## src/rtl/pipe_skid_reg_pkg.sv

```systemverilog
// Shared pipeline package: default payload widths and skid-register state
// encodings used by every stage register in the core.
package pipe_skid_reg_pkg;

  localparam int DATA_W_D = 32;
  localparam int CTRL_W_D = 2;
  localparam int ADDR_W_D = 5;

  typedef enum logic [1:0] {
    ST_EMPTY = 2'd0,
    ST_BUSY  = 2'd1,
    ST_FULL  = 2'd2
  } skid_st_e;

endpackage

```

## src/rtl/pipe_entry.sv

```systemverilog
// One payload slot of a skid register: load enable plus synchronous clear,
// clear wins over load.
module pipe_entry #(
  parameter int W = 39
) (
  input  logic         clk_i,
  input  logic         start_i,
  input  logic         clr_i,
  input  logic         ld_i,
  input  logic [W-1:0] d_i,
  output logic [W-1:0] q_o
);

  logic [W-1:0] r_q;

  always_ff @(posedge clk_i or negedge start_i) begin
    if (!start_i) begin
      r_q <= '0;
    end else if (clr_i) begin
      r_q <= '0;
    end else if (ld_i) begin
      r_q <= d_i;
    end
  end

  assign q_o = r_q;

endmodule

```

## src/rtl/pipe_skid_reg.sv

```systemverilog
// Two-entry skid stage register: full throughput, ready_o purely registered,
// payload zeroed whenever the stage holds a bubble.
module pipe_skid_reg
  import pipe_skid_reg_pkg::*;
#(
  parameter int DATA_W = DATA_W_D,
  parameter int CTRL_W = CTRL_W_D,
  parameter int ADDR_W = ADDR_W_D
) (
  input  logic              clk_i,
  input  logic              start_i,
  input  logic              flush_i,
  input  logic              valid_i,
  output logic              ready_o,
  input  logic [CTRL_W-1:0] ctrl_i,
  input  logic [DATA_W-1:0] data_i,
  input  logic [ADDR_W-1:0] addr_i,
  output logic              valid_o,
  input  logic              ready_i,
  output logic [CTRL_W-1:0] ctrl_o,
  output logic [DATA_W-1:0] data_o,
  output logic [ADDR_W-1:0] addr_o,
  output logic [1:0]        count_o
);

  localparam int PW = CTRL_W + ADDR_W + DATA_W;

  skid_st_e        r_state;
  skid_st_e        w_nxt;
  logic [PW-1:0]   w_in;
  logic [PW-1:0]   w_main_d;
  logic [PW-1:0]   w_main_q;
  logic [PW-1:0]   w_skid_q;
  logic            w_ld_main;
  logic            w_clr_main;
  logic            w_ld_skid;
  logic            w_clr_skid;

  assign w_in = {ctrl_i, addr_i, data_i};

  always_comb begin
    w_nxt      = r_state;
    w_ld_main  = 1'b0;
    w_clr_main = 1'b0;
    w_ld_skid  = 1'b0;
    w_clr_skid = 1'b0;
    case (r_state)
      ST_EMPTY: begin
        if (valid_i) begin
          w_ld_main = 1'b1;
          w_nxt     = ST_BUSY;
        end
      end
      ST_BUSY: begin
        if (valid_i && ready_i) begin
          w_ld_main = 1'b1;
        end else if (valid_i) begin
          w_ld_skid = 1'b1;
          w_nxt     = ST_FULL;
        end else if (ready_i) begin
          w_clr_main = 1'b1;
          w_nxt      = ST_EMPTY;
        end
      end
      ST_FULL: begin
        if (ready_i) begin
          w_ld_main  = 1'b1;
          w_clr_skid = 1'b1;
          w_nxt      = ST_BUSY;
        end
      end
      default: begin
        w_clr_main = 1'b1;
        w_clr_skid = 1'b1;
        w_nxt      = ST_EMPTY;
      end
    endcase
    // Flush overrides everything, including an input offered this cycle.
    if (flush_i) begin
      w_ld_main  = 1'b0;
      w_ld_skid  = 1'b0;
      w_clr_main = 1'b1;
      w_clr_skid = 1'b1;
      w_nxt      = ST_EMPTY;
    end
  end

  assign w_main_d = (r_state == ST_FULL) ? w_skid_q : w_in;

  always_ff @(posedge clk_i or negedge start_i) begin
    if (!start_i) begin
      r_state <= ST_EMPTY;
    end else begin
      r_state <= w_nxt;
    end
  end

  pipe_entry #(.W(PW)) u_main (
    .clk_i   (clk_i),
    .start_i (start_i),
    .clr_i   (w_clr_main),
    .ld_i    (w_ld_main),
    .d_i     (w_main_d),
    .q_o     (w_main_q)
  );

  pipe_entry #(.W(PW)) u_skid (
    .clk_i   (clk_i),
    .start_i (start_i),
    .clr_i   (w_clr_skid),
    .ld_i    (w_ld_skid),
    .d_i     (w_in),
    .q_o     (w_skid_q)
  );

  assign {ctrl_o, addr_o, data_o} = w_main_q;
  assign ready_o = (r_state != ST_FULL);
  assign valid_o = (r_state != ST_EMPTY);
  assign count_o = r_state;

endmodule

```

## config.mk

```make
export PLATFORM = sky130hd
export DESIGN_NAME = pipe_skid_reg
export DESIGN_NICKNAME = d
export VERILOG_FILES = /design/src/rtl/pipe_skid_reg_pkg.sv /design/src/rtl/pipe_entry.sv /design/src/rtl/pipe_skid_reg.sv
export SDC_FILE = /design/constraint.sdc
export NUM_CORES = 1
export LEC_CHECK = 0
export CAP_MARGIN = 20
export CORE_ASPECT_RATIO = 0.8
export CORE_UTILIZATION = 49
export DETAILED_ROUTE_END_ITERATION = 12
export PLACE_DENSITY = 0.81
export SLEW_MARGIN = 40
export SYNTH_ARGS = -nofsm -noshare
export SYNTH_HDL_FRONTEND = slang
export SYNTH_SLANG_ARGS = --single-unit
```

## constraint.sdc

```tcl
create_clock -name clk_i -period 2.1 [get_ports clk_i]
set_clock_uncertainty 0.2 [all_clocks]
set_input_delay 0.42 -clock clk_i [delete_from_list [all_inputs] [get_ports clk_i]]
set_output_delay 0.42 -clock clk_i [all_outputs]
set_load 0.03 [all_outputs]
```

==> out/metrics.json, run 1 <==
{
  "post-route-cell-area_um2": 4810,
  "worstHoldPathCells": 1,
  "start_util": 0.505,
  "timing.critical_path.required_ns": 1.48,
  "final_layout_size_suffix_gt1_frac": 0.101,
  "ys_top_cells_by_count": "80 x sky130_fd_sc_hd__dfrtp_1, 79 x sky130_fd_sc_hd__nand2_1, 41 x sky130_fd_sc_hd__mux2i_1, 39 x sky130_fd_sc_hd__a21oi_1, 39 x sky130_fd_sc_hd__o2bb2ai_1",
  "drt_pass1_iterations": 4,
  "synthArstFlopShare": 1.00,
  "min_from": "u_main.q_o[18]",
  "portBuffers": 86,
  "drcViolationCount": 0,
  "start_kind": "flip-flop",
  "synth_edf_count": 0,
  "ant_cells": 0,
  "globalplace.congestion": 0.834,
  "synth_warnings": 0,
  "timing.setup.tns_ns": 0,
  "post_drt_wl_per_cell_um": 17.0,
  "critical_path.max_fanout": 2,
  "layout_worst_path_cycle_share": 0.970,
  "route.vias.total": 2789,
  "rr_worst_depth": 5,
  "grt_start_max_net_pins": 58,
  "timing.critical_path.max_delay_family": "buffers and inverters",
  "finalWorstPathRequiredPeriod_ns": 2.04,
  "grt_pass1_wl_um": 14100,
  "max_freq_mhz": 491,
  "avgViaCountPerCell": 5.54,
  "hpwlAfterDp_um": 5670,
  "nNetsFinal": 456,
  "die_w_um": 96.0,
  "synthesis.area_per_instance_um2": 10.8,
  "postSynthRegisterBits": 80,
  "maxCapViolCount": 0,
  "worst_hold_path.endpoint": "u_main.q_o[18]",
  "synth.most_common_cell": "sky130_fd_sc_hd__dfrtp_1",
  "count_of_nets_left_with_antenna_violations_after_detail_routing": 0,
  "slew_violations": 0,
  "post-cts-setup-buffers": 0,
  "cp_slowest_stage_delay_ns": 0.71,
  "path_type_of_the_worst_min_delay_path": "reg -> reg",
  "cts_sinks": 80,
  "die_h_um": 77.2,
  "worst_slew_margin_rel": 0.642,
  "synth.largest_area_cell": "sky130_fd_sc_hd__dfrtp_1",
  "crit_slowest_cell": "sky130_fd_sc_hd__clkdlybuf4s50_1",
  "path_class": "reg -> out",
  "timing.critical_path.cells": "clkdlybuf4s50_1",
  "tritoncts": "built",
  "first_iter_violations": 136,
  "timing.final.setup_violations": 0,
  "placement.setup.worst_slack_ns": -0.187,
  "vdd_drop_max_uv": 491,
  "mappedNetlistNets": 364,
  "reg2reg_setup_slack_ns": 0.15,
  "rsz_0062_raised_after_global_routing": "no",
  "run_status": "finished, final reports clean",
  "numCtsBuffers": 9,
  "hold_ws_ns": 0.292,
  "yosys_most_used_dff": "sky130_fd_sc_hd__dfrtp_1",
  "grt_antenna_before_repair": 0,
  "static-leakage-power_nw": 1.96,
  "syn-cell-area_um2": 3460,
  "groute.usage.overall": 0.251,
  "count_of_different_cell_masters_after_synthesis": 18,
  "synth.yosys.seq_area_share": 0.578,
  "synthDominantCellAreaShare": 0.578,
  "power.density_nw_per_um2": 729,
  "placementRows": 27,
  "first_global_vias": 2874,
  "cts-root-to-sink-buffers": 2,
  "io_pins": 87,
  "post-route-worst-setup-slack_ns": 0.0629,
  "timing_worst_slew_pin_value_ns": 0.536,
  "timing.critical_path.arrival_ns": 1.42,
  "syn_inst": 320,
  "ys_top_cells_by_area": "sky130_fd_sc_hd__dfrtp_1 58%, sky130_fd_sc_hd__mux2i_1 12%, sky130_fd_sc_hd__o2bb2ai_1 9.9%, sky130_fd_sc_hd__nand2_1 8.6%, sky130_fd_sc_hd__a21oi_1 5.6%",
  "placement.cell_area_um2": 4570,
  "worstSkewPairLatency_ns": 0.35,
  "worst_r2r_endpoint": "u_main.q_o[15]",
  "die-area_um2": 7410,
  "cts-htree-levels": 3,
  "cts_root_buf": "sky130_fd_sc_hd__clkbuf_8",
  "globalRoute.totalOverflow": 0,
  "endpoint_type_of_the_worst_setup_path": "output port",
  "fp.coreArea_um2": 6860,
  "cp_num_buf_inv": 1,
  "clock_pin_slew_on_the_worst_setup_and_hold_paths_ns": 0.07,
  "finalHoldViolCount": 0,
  "layout-area-overhead-vs-synth_pct": 38.8,
  "drt-total-wl_um": 8580,
  "worst_r2r_startpoint": "count_o[1]"
}
-- flip-flops by register name, summed over array words and instances (netlist names) --
register,count
count_o,2
u_main.q_o,39
u_skid.q_o,39
-- layout make-up --
cell class | instances | area, um^2
Fill cell | 498 | 2050
Sequential cell | 80 | 2000
Multi-Input combinational cell | 215 | 1370
Timing Repair Buffer | 105 | 1100
Clock buffer | 12 | 155
Tap cell | 87 | 109
Clock inverter | 3 | 65.1
Inverter | 1 | 3.75
-- per-layer routing --
| layer | track usage | vias to the layer above | wire length, um |
|---|---|---|---|
| met2 | 0.404 | 108 | 4160 |
| met5 | 0 | - | 0 |
| met1 | 0.328 | 1380 | 3690 |
| met3 | 0.0823 | 6 | 681 |
| li1 | - | 1295 | - |
| met4 | 0.0567 | 0 | 52 |
-- what timing repair did --
item                                   4_1_cts  5_1_grt
setup endpoints to repair                    3       15
endpoints found under the hold margin       23        0
pin swaps                                    0        1
gates resized for setup                      4        5
cloned                                       0        1
hold buffers                                 1        0
-- logic make-up (layout without fill, tap and decap cells) --
group / after synthesis / count (layout) / synth area share
compound gates: 82 / 82 / 0.162
flops: 80 / 80 / 0.578
mux: 41 / 41 / 0.118
buf+inv: 26 / 121 / 0.0347
xor+xnor: 1 / 1 / 0.00253
simple gates: 90 / 91 / 0.104
-- power by group --
part | switching (mW) | leakage (nW) | internal (mW)
Combinational | 0.331 | 0.754 | 0.269
Clock | 0.522 | 0.112 | 0.727
Sequential | 0.0465 | 1.09 | 1.61
-- through the flow --
step,power [mW],util,instances
4_1_cts,3.53,0.700,502
2_1_floorplan,1.95,-,320
3_3_place_gp,2.26,0.662,485
6_report,3.51,0.701,503
3_5_place_dp,2.28,0.666,486
5_1_grt,3.64,0.701,503
-- placed cells by master (no fill, tap or decap), drive strengths merged --
master,synthesis,layout
a211oi,1,1
a21o,1,1
a21oi,39,39
buf,13,19
bufinv,0,2
clkbuf,12,13
clkdlybuf4s50,0,80
clkinv,0,1
dfrtp,80,80
dlygate4sd2,0,2
dlygate4sd3,0,1
dlymetal6s2s,0,2
inv,1,1
mux2i,41,41
nand2,79,79
nand2b,2,2
nand3b,2,2
nor2,3,4
nor2b,2,2
o21ai,2,2
o2bb2ai,39,39
or2,2,2
xor2,1,1
-- how the worst max path moves through the flow --
stage | slack [ns] | start | cells after the start | endpoint
2_1_floorplan | 0.17 | count_o[1] | 4 | ready_o
3_3_place_gp | -0.23 | ready_i | 5 | u_main.q_o[13]
3_5_place_dp | -0.19 | ready_i | 6 | u_main.q_o[15]
4_1_cts | 0.006 | count_o[1] | 1 | count_o[1]
5_1_grt | 0.01 | u_main.q_o[6] | 1 | data_o[6]
6_report | 0.06 | u_main.q_o[6] | 1 | data_o[6]
Power figures use the tool's default switching activity.
==> inputs of run 2 (changes only) <==
CTS_CLUSTER_SIZE = 16   (was not set)
==> results of run 2 <==
No change in the layout: final DEF, timing and power equal those of run 1.
==> inputs of run 3 (changes only) <==
CTS_CLUSTER_SIZE = not set   (was 16)
==> results of run 3 <==
No change in the layout: final DEF, timing and power equal those of run 1.
